### config.mk
export PLATFORM = sky130hd
export DESIGN_NAME = alu_share_arbiter
export DESIGN_NICKNAME = d
export VERILOG_FILES = /design/src/rtl/alu_share_arbiter.sv
export SDC_FILE = /design/constraint.sdc
export NUM_CORES = 1
export LEC_CHECK = 0
export BUFFER_PORTS_ARGS = -buffer_cell sky130_fd_sc_hd__buf_2
export CORE_AREA = 4 4 113 115
export DETAILED_ROUTE_END_ITERATION = 8
export DIE_AREA = 0 0 117 119
export PLACE_DENSITY = 0.54
export SLEW_MARGIN = 40
export SYNTH_ARGS = -nofsm -noshare
export SYNTH_HDL_FRONTEND = slang
export SYNTH_SLANG_ARGS = --single-unit
### constraint.sdc
create_clock -name clk -period 2.84 [get_ports clk]
set_clock_uncertainty 0.05 [all_clocks]
set_input_delay 0.284 -clock clk [delete_from_list [all_inputs] [get_ports clk]]
set_output_delay 0.284 -clock clk [all_outputs]
set_load 0.05 [all_outputs]
### src/rtl/alu_share_arbiter.sv
// Shares one combinational ALU between the EX stage (req 0) and branch/AGU (req 1); round-robin with optional lock.
// Grant and ALU mux are combinational; the result is registered and returned one cycle after the transfer.
module alu_share_arbiter #(
    parameter int         LOCK_MAX   = 8,
    parameter int         FIRST_PRIO = 0,
    parameter logic [2:0] IDLE_OP    = 3'b010
) (
    input  logic        clk,
    input  logic        rst_n,
    input  logic        Req0Valid,
    output logic        Req0Ready,
    input  logic [2:0]  Req0Op,
    input  logic [31:0] Req0In1,
    input  logic [31:0] Req0In2,
    input  logic [4:0]  Req0Shamt,
    input  logic        Req0Lock,
    input  logic        Req1Valid,
    output logic        Req1Ready,
    input  logic [2:0]  Req1Op,
    input  logic [31:0] Req1In1,
    input  logic [31:0] Req1In2,
    input  logic [4:0]  Req1Shamt,
    input  logic        Req1Lock,
    output logic [2:0]  AluOP,
    output logic [31:0] AluInput1,
    output logic [31:0] AluInput2,
    output logic [4:0]  AluShiftAmount,
    input  logic [31:0] AluResult,
    input  logic        AluOverflow,
    output logic        Resp0Valid,
    output logic        Resp1Valid,
    output logic [31:0] RespResult,
    output logic        RespOverflow,
    output logic [1:0]  LockOwner
);

    localparam logic [1:0] ST_ARB   = 2'd0;
    localparam logic [1:0] ST_LOCK0 = 2'd1;
    localparam logic [1:0] ST_LOCK1 = 2'd2;

    localparam logic [3:0] LOCK_MAX_C = 4'(LOCK_MAX);
    // last_grant names the requester that won the previous transfer; reset so FIRST_PRIO wins the first tie.
    localparam logic       LAST_RST   = (FIRST_PRIO == 0) ? 1'b1 : 1'b0;

    logic [1:0] state, state_nxt;
    logic [3:0] lock_cnt, lock_cnt_nxt;
    logic       last_grant;
    logic       gnt0, gnt1;
    logic       xfer;
    logic       sel_lock;
    logic [3:0] cnt_inc;

    always_comb begin
        gnt0 = 1'b0;
        gnt1 = 1'b0;
        case (state)
            ST_LOCK0: gnt0 = Req0Valid;
            ST_LOCK1: gnt1 = Req1Valid;
            default: begin
                if (Req0Valid && Req1Valid) begin
                    gnt0 = last_grant;
                    gnt1 = ~last_grant;
                end else begin
                    gnt0 = Req0Valid;
                    gnt1 = Req1Valid;
                end
            end
        endcase
        gnt0 = gnt0 & rst_n;
        gnt1 = gnt1 & rst_n;
    end

    assign Req0Ready = gnt0;
    assign Req1Ready = gnt1;
    assign xfer      = gnt0 | gnt1;
    assign sel_lock  = gnt1 ? Req1Lock : Req0Lock;
    assign cnt_inc   = lock_cnt + 4'd1;

    always_comb begin
        AluOP          = IDLE_OP;
        AluInput1      = 32'd0;
        AluInput2      = 32'd0;
        AluShiftAmount = 5'd0;
        if (gnt1) begin
            AluOP          = Req1Op;
            AluInput1      = Req1In1;
            AluInput2      = Req1In2;
            AluShiftAmount = Req1Shamt;
        end else if (gnt0) begin
            AluOP          = Req0Op;
            AluInput1      = Req0In1;
            AluInput2      = Req0In2;
            AluShiftAmount = Req0Shamt;
        end
    end

    // Entry counts as the first locked transfer; with LOCK_MAX=1 the lock is released on entry.
    always_comb begin
        state_nxt    = state;
        lock_cnt_nxt = lock_cnt;
        if (xfer) begin
            if (state == ST_ARB) begin
                if (sel_lock && (LOCK_MAX_C > 4'd1)) begin
                    state_nxt    = gnt1 ? ST_LOCK1 : ST_LOCK0;
                    lock_cnt_nxt = 4'd1;
                end
            end else if (!sel_lock || (cnt_inc == LOCK_MAX_C)) begin
                state_nxt    = ST_ARB;
                lock_cnt_nxt = 4'd0;
            end else begin
                lock_cnt_nxt = cnt_inc;
            end
        end
    end

    always_ff @(posedge clk or negedge rst_n) begin
        if (!rst_n) begin
            state        <= ST_ARB;
            lock_cnt     <= 4'd0;
            last_grant   <= LAST_RST;
            Resp0Valid   <= 1'b0;
            Resp1Valid   <= 1'b0;
            RespResult   <= 32'd0;
            RespOverflow <= 1'b0;
        end else begin
            state      <= state_nxt;
            lock_cnt   <= lock_cnt_nxt;
            Resp0Valid <= gnt0;
            Resp1Valid <= gnt1;
            if (xfer) begin
                last_grant   <= gnt1;
                RespResult   <= AluResult;
                RespOverflow <= AluOverflow;
            end
        end
    end

    assign LockOwner = {state == ST_LOCK1, state == ST_LOCK0};

endmodule

==> results.md, run 1 <==
- In this run, the combinational gates consume 70.3% of the power.
- In this run the worst path has a maximum fanout of 36.
- Of the cells placed in the final design, the portion with a size suffix greater than 1 is 55.6%.
- The flow ran to the end, and the final reports show no timing, DRC or antenna violations.
- The area share of the leading cell type in the synthesized netlist is 39.5%.
- After detailed routing, the number of vias per cell comes to 4.66.
- The final layout contains 763 nets.
- The final max-slew violation count is 0.
- TritonCTS built the clock tree.
- After detailed routing, the number of remaining DRC violations is 0.
- The level count of the clock H-tree is 2.
- The remaining global-route overflow is 0.
- The CTS sink count is 42.
- The number of filler instances in the final layout is 1251.
- The aggregate routed wire length is 12800 um.
- The worst path required time is 2510 ps.
- Counting the buffers created by CTS gives 5.
- Synthesis inferred 42 register bits.
- In the final routed layout, each cell accounts on average for 17.7 um.
- The estimated wirelength of the detail-placed design is 10500 um.
- The nature of the critical path startpoint is a register.
- The analysis attributes to net switching a power of 0.00340 W.
- Measured along the x axis, the die boundary spans 117 um.
- The leakage power is 2.64 nW.
- Counting every net in the synthesized netlist gives 479.
- Net switching is 58.5% of the power.
- For this design the top-level I/O count stands at 294.
- The initial antenna violation count is 7.
- Setup violations remaining at the end of the flow were counted as 0.
- The final critical path takes up 95.2% of the cycle.
- The largest vdd supply drop is 0.561 mV.
- For the final routed database, the setup TNS stands at 0 ps.
- The clock network is responsible for 11.2% of the overall power.
- The mapped netlist covers 0.00260 mm2.
- The number of enable-type register cells in the synthesized netlist is 0.
- The final number of hold-violating endpoints is 0.
- The die boundary height is 119 um.
- CTS placed an instance of sky130_fd_sc_hd__clkbuf_16 at the clock tree root.
- Global routing used 16.0% of the available tracks.
- The final critical path time including I/O delays and setup is 2700 ps.
- The path class of the lowest-slack min-delay path is input port to async pin.
- The most used flip-flop cell after synthesis is sky130_fd_sc_hd__dfrtp_1.
- The register clock-pin slew on the reported worst setup and hold paths is 60 ps.
- By area the synthesized netlist is led by sky130_fd_sc_hd__dfrtp_1 (39%), sky130_fd_sc_hd__a22o_1 (24%), sky130_fd_sc_hd__nand2_1 (15%).
- The combined area of the multi-input logic cells is 0.00139 mm2.
- Per report_power, the sequential group accounts for 18.5% of the total.
- At the pin with the least slew margin, the transition time is 704 ps.
- The total iterations of the first detailed-routing run is 4.
- The global-route wire length before repair is 17200 um.
- The congestion estimate from routability-driven global placement came to 0.928.
- The area growth from synthesis to layout is 71.2%.
- After floorplanning, the core was sized to cover 0.0118 mm2.
- The power density relative to cell area is 1310 mW/mm2.
- Entering global routing, the biggest net connects 73 pins.
- The latest clock arrival within the worst-skew pair is 270 ps.
- A synthesized cell averages 8.93 um2.
- Input and output buffers added on the ports amount to 293.
- The die covers 0.0139 mm2.
- During synthesis, Yosys emitted a total of 0 warnings.
- The number of global-route vias before repair is 3172.
- The worst setup path is captured at an output pin.
- In this run, post-CTS repair resized a total of 0 instances.
- In this run the core area contains 40 standard-cell rows.
- The via count is 3375.
- Max-cap violations in this run came to 0.
- Cell internal power was estimated by the tool at 0.00241 W.
- The start-to-end type of the worst setup path is register to output pin.
- The violation count after the first detailed-route iteration is 178.
- The buffer count from post-CTS setup fixing is 0.
- The number of instances in the synthesized netlist is 291.
- The post-synthesis cell type count is 35.
- Data on the critical path arrives at its endpoint at 2370 ps.
- The share of flip-flops with an asynchronous set or reset is 100%.
- The tightest slew margin relative to the limit is 53.1%.
- Counting along the longest clock path gives a buffer depth of 2.
- Setup repair after global routing left no endpoint under its margin.
- The initial utilization of the core area, before any placement, comes to 22.0%.
- The register area share after synthesis is 40.5%.
- The fmax is 0.370 GHz.
- In this run the remaining antenna-violating nets after routing total 0.
- The final core utilization is 37.7%.
- The number of buffers inserted for hold repair after clock tree synthesis is 0.
- Summing all flip-flop and latch instances after layout gives 0.00105 mm2.
- The cell type with the largest total area after synthesis is sky130_fd_sc_hd__dfrtp_1.
-- worst max-delay path: stages, from the launching register on --
cell	delay, ps
sky130_fd_sc_hd__dfrtp_1	400
sky130_fd_sc_hd__inv_1	100
sky130_fd_sc_hd__ha_1	340
sky130_fd_sc_hd__nor2b_1	180
sky130_fd_sc_hd__a211oi_4	160
sky130_fd_sc_hd__and2_2	240
sky130_fd_sc_hd__clkbuf_16	240
sky130_fd_sc_hd__a22o_1	150
sky130_fd_sc_hd__buf_2	260
-- path summary, 6_finish.rpt --
| kind | from | to | slack, ps | cells past startpoint |
|---|---|---|---|---|
| worst min-delay path | rst_n | Resp0Valid | 140 | 2 |
| worst max-delay path | state[0] | AluInput2[23] | 140 | 8 |
| min in group clk | AluResult[22] | RespResult[22] | 150 | 3 |
| worst max register to register | state[0] | lock_cnt[0] | 340 | 8 |
| worst min register to register | RespResult[5] | RespResult[5] | 410 | 2 |
| max in group asynchronous | rst_n | last_grant | 2220 | 2 |
-- power groups by stage --
stage | combinational (W) | sequential [W] | clock [W]
floorplan | 0.00231 | 0.00188 | 0
global placement | 0.00401 | 0.00108 | 0
detailed placement | 0.00406 | 0.00108 | 0
CTS | 0.00405 | 0.00108 | 0.000667
global route | 0.00433 | 0.00112 | 0.000690
finish | 0.00408 | 0.00108 | 0.000648
-- sequential cells by signal, summed over array words and instances (netlist names) --
name and cells:
Resp0Valid 1, last_grant 1, Resp1Valid 1, RespResult 32, lock_cnt 4, RespOverflow 1
state 2
-- synthesized netlist by cell type (2+ instances only) --
cell type / n
sky130_fd_sc_hd__o2bb2ai_1: 2
sky130_fd_sc_hd__nand2_1: 105
sky130_fd_sc_hd__inv_1: 3
sky130_fd_sc_hd__buf_6: 7
sky130_fd_sc_hd__dfrtp_1: 41
sky130_fd_sc_hd__buf_4: 3
sky130_fd_sc_hd__nand2b_1: 3
sky130_fd_sc_hd__buf_2: 5
sky130_fd_sc_hd__and2_1: 2
sky130_fd_sc_hd__mux2i_1: 2
sky130_fd_sc_hd__nor2_1: 7
sky130_fd_sc_hd__a22o_1: 72
sky130_fd_sc_hd__nand3_1: 2
sky130_fd_sc_hd__o21ai_0: 2
sky130_fd_sc_hd__ha_1: 5
sky130_fd_sc_hd__clkbuf_1: 8
sky130_fd_sc_hd__a21oi_1: 4
-- cell type report --
class	instances	area share, %
Antenna cell	2	0.112
Clock buffer	7	3.21
Clock inverter	1	0.675
Inverter	4	0.337
Multi-Input combinational cell	221	31.2
Sequential cell	42	23.7
Tap cell	147	4.13
Timing Repair Buffer	301	36.7
-- cell usage in the layout (no fill, tap or decap), types with 2 or more instances in the layout --
cell	count
sky130_fd_sc_hd__nand2b_1	3
sky130_fd_sc_hd__ha_1	4
sky130_fd_sc_hd__o21ai_0	2
sky130_fd_sc_hd__buf_12	5
sky130_fd_sc_hd__o2bb2ai_1	2
sky130_fd_sc_hd__mux2i_1	2
sky130_fd_sc_hd__dfrtp_1	41
sky130_fd_sc_hd__nand2_1	105
sky130_fd_sc_hd__a22o_1	72
sky130_fd_sc_hd__nand3_1	2
sky130_fd_sc_hd__clkbuf_16	7
sky130_fd_sc_hd__inv_1	3
sky130_fd_sc_hd__buf_2	290
sky130_fd_sc_hd__a21oi_1	3
sky130_fd_sc_hd__buf_4	4
sky130_fd_sc_hd__nor2_1	6
sky130_fd_sc_hd__diode_2	2
-- cell families after synthesis --
group	synth area share [%]
fa+ha+maj	2.41
compound gates	28.7
xor+xnor	0.337
buf+inv	6.74
simple gates	20.5
flops	40.5
mux	0.770
-- per-stage QoR --
stage          instance area (um2)  cells  hold WS (ps)  power (W)  setup slack (ps)
2_1_floorplan                 2610    291         -61.6    0.00419              23.3
3_3_place_gp                  4220    713           398    0.00509               434
3_5_place_dp                  4220    713           400    0.00514               348
4_1_cts                       4390    721           147    0.00581              82.7
5_1_grt                       4450    724           154    0.00615              15.9
6_report                      4450    725           144    0.00581               137
-- routing by layer --
metal | global-route usage [%] | vias up | share of wire (%)
met5 | 0 | - | 0.53
met4 | 2.01 | 12 | 0.69
met3 | 6.40 | 18 | 11
met2 | 26.3 | 175 | 47
met1 | 20.3 | 1567 | 40
li1 | - | 1603 | -
Power figures use the tool's default switching activity.
==> inputs of run 2 (changes only) <==
Clock period 2.84 ns to 2.9 ns, I/O delays scaled along.
==> results.md, run 2 (synthesis results as in run 1) <==
- The CTS tree is done.
- The overall die width is 117 um.
- Net switching is 58.6% of the power.
- Global routing consumed, on the met3 layer, 6.10% of the routing resources.
- The initial antenna violation count is 5.
- The violation count after the first detailed-route iteration is 178.
- The die covers 0.0139 mm2.
- The clock net in this run drives a total of 42 sinks.
- The switching component of the power is 0.00332 W.
- In the layout the commonest cells are sky130_fd_sc_hd__buf_2 (290), sky130_fd_sc_hd__nand2_1 (105), sky130_fd_sc_hd__a22o_1 (72), sky130_fd_sc_hd__dfrtp_1 (41).
- Global routing used 26.8% of the available met2 tracks.
- The most congested layer reported by global routing is met2.
- STA puts the critical path data required time at 2560 ps.
- Broken down by cell family, the worst path's largest delay share belongs to buffers and inverters.
- The via count is 3301.
- The data arrival time of the critical path is 2370 ps.
- The cell row count is 40.
- The level count of the clock H-tree is 2.
- The library cell contributing the largest single delay on the critical path is sky130_fd_sc_hd__dfrtp_1.
- The final max-slew violation count is 0.
- The library cell used most frequently in the layout, excluding fill and tap cells, is sky130_fd_sc_hd__buf_2.
- The delay contributed by the slowest stage of the critical path is 400 ps.
- After routing the design area is 0.00442 mm2.
- Across the run, the number of max-cap violations was 0.
- The tightest min-delay check is of the input port to async pin type.
- The global-route wire length before repair is 17600 um.
- Entering global routing, the biggest net connects 73 pins.
- In this run the static leakage power is 2.63 nW.
- The largest fanout of any net on the critical path is 72.
- Setup violations remaining at the end of the flow were counted as 0.
- The proportion of power drawn by combinational gates is 70.0%.
- The final core utilization is 37.5%.
- For flop-to-flop paths, the worst setup slack is 430 ps.
- The routed length per placed instance is 17.5 um.
- For this configuration, the core starts out at a cell density of 22.0%.
- The tree is rooted in a sky130_fd_sc_hd__clkbuf_16.
- Buffers inserted during clock tree synthesis total 5.
- The clock passes through at most 2 buffers.
- The final number of hold-violating endpoints is 0.
- The register with the most flip-flops in the layout has 32 of them.
- Across every metal layer, demand over resource in global routing totals 16.3%.
- The sequential share of power is 18.7%.
- The final critical path time including I/O delays and setup is 2710 ps.
- The reg-to-reg endpoint is lock_cnt[0].
- Measured along the y axis, the die boundary spans 119 um.
- The register clock-pin slew on the reported worst setup and hold paths is 60 ps.
- Using the TritonRoute via totals, the vias-per-cell ratio works out to 4.56.
- For this run the aggregate overflow at the end of global routing stands at 0.
- At the end of the flow, the number of nets in the layout was 762.
- The first detailed-routing pass took 4 iterations.
- The placeable core region is 0.0118 mm2.
- At the pin with the least slew margin, the transition time is 696 ps.
- The number of gates resized after CTS was 0.
- In the final layout, the registers with the most flip-flops are RespResult (32), lock_cnt (4), state (2).
- The instance area at placement is 0.00422 mm2.
- The number of filler instances in the final layout is 1238.
- The worst setup path is launched from a register.
- The sum of negative setup slack is 0 ps.
- The aggregate routed wire length is 12700 um.
- Once the clock tree was built, the setup fixing pass inserted 0 buffers.
- The remaining routing DRC violations is 0.
- The launching point of the worst reg2reg path is state[1].
- The critical path goes through inv_1 -> ha_1 -> nand3b_4 -> nand4_4 -> inv_2 -> buf_12 -> a22o_1 -> buf_2.
- The critical path contains buffers and inverters numbering 4 combined.
- The power density relative to cell area is 1280 mW/mm2.
- The tightest slew margin relative to the limit is 53.6%.
- The register ranked first by flip-flop count is RespResult.
- Once detail routing completed, the nets flagged for antenna violations numbered 0.
- The congestion estimate from routability-driven global placement came to 0.930.
- Cells with a size suffix above 1 make up 55.5% of the layout.
- Clock latency on the worst-skew pair, taken at its later pin, is 280 ps.
- The worst path uses 93.3% of the clock period.
- The least setup slack across all paths after layout is 194 ps.
- The largest vdd supply drop is 0.548 mV.
- The number of placed I/O pins is 294.
- The internal power is 0.00234 W.
- The clock network fraction of total power is 11.3%.
- The fmax is 0.370 GHz.
- Relative to the synthesized area, the layout overhead comes to 70.2%.
- Prior to clock tree synthesis, the placed netlist has a worst setup slack of 405 ps.
- The number of global-route vias before repair is 3254.
- The worst register-to-register path has a depth of 8.
- Setup repair after global routing left no endpoint under its margin.
- The start-to-end type of the worst setup path is register to output pin.
- The number of buffers inserted by port buffering is 293.
- The worst setup path is captured at an output pin.
- The run finished with clean final reports.
- The estimated wirelength of the detail-placed design is 10500 um.
- The fraction of met1 tracks used by global routing is 21.1%.
run 2: worst max path at each step:
| stage | startpoint | endpoint | slack, ps | cells after the start |
|---|---|---|---|---|
| after global routing | state[1] | AluInput1[8] | 4 | 8 |
| after detailed placement | state[1] | lock_cnt[0] | 410 | 8 |
| after CTS | state[1] | AluShiftAmount[1] | 120 | 8 |
| final | state[1] | AluInput1[13] | 190 | 8 |
| after global placement | state[0] | lock_cnt[0] | 490 | 8 |
| after floorplan | state[1] | AluInput1[21] | 80 | 8 |
run 2: power groups by stage:
stage / Sequential, W / Combinational (W) / Clock [W]
2_1_floorplan: 0.00184 / 0.00226 / 0
3_3_place_gp: 0.00106 / 0.00393 / 0
3_5_place_dp: 0.00106 / 0.00397 / 0
4_1_cts: 0.00106 / 0.00397 / 0.000666
5_1_grt: 0.00110 / 0.00422 / 0.000695
6_report: 0.00106 / 0.00396 / 0.000642
run 2: timing repair:
action | 4_1_cts | 5_1_grt
hold buffers | 0 | 0
endpoints found under the hold margin | 0 | 0
endpoints found under the setup margin | 0 | 7
run 2: worst reg2reg max path: cells and delay by family (launching register included):
family / cells / cell delay, ps
adder cells (fa/ha/maj): 1 / 330
AND/OR/NAND/NOR: 2 / 750
AO/OA/AOI/OAI: 2 / 380
flip-flops: 1 / 400
buffers and inverters: 2 / 280
multiplexers: 1 / 170
run 2: layout make-up:
type	instances	area, um2	share of cell area, %
repair buffers	300	1610	36.3
multi-input cells	221	1390	31.4
flip-flops and latches	42	1050	23.8
well taps	147	184	4.16
clock buffers	7	143	3.22
clock inverters	1	30.0	0.679
inverters	4	15.0	0.339
diodes	2	5.00	0.113
run 2: metal layers:
layer | routed length [um] | vias to the layer above
li1 | - | 1596
met1 | 5150 | 1498
met2 | 5900 | 178
met3 | 1480 | 19
met4 | 78 | 10
met5 | 56 | -
run 2: stage by stage:
| step | hold WS, ps | instances | power, W |
|---|---|---|---|
| final | 141 | 724 | 0.00566 |
| after global routing | 165 | 722 | 0.00601 |
| after CTS | 149 | 721 | 0.00570 |
| after detailed placement | 402 | 713 | 0.00504 |
| after global placement | 398 | 713 | 0.00499 |
| after floorplan | -55.6 | 291 | 0.00410 |
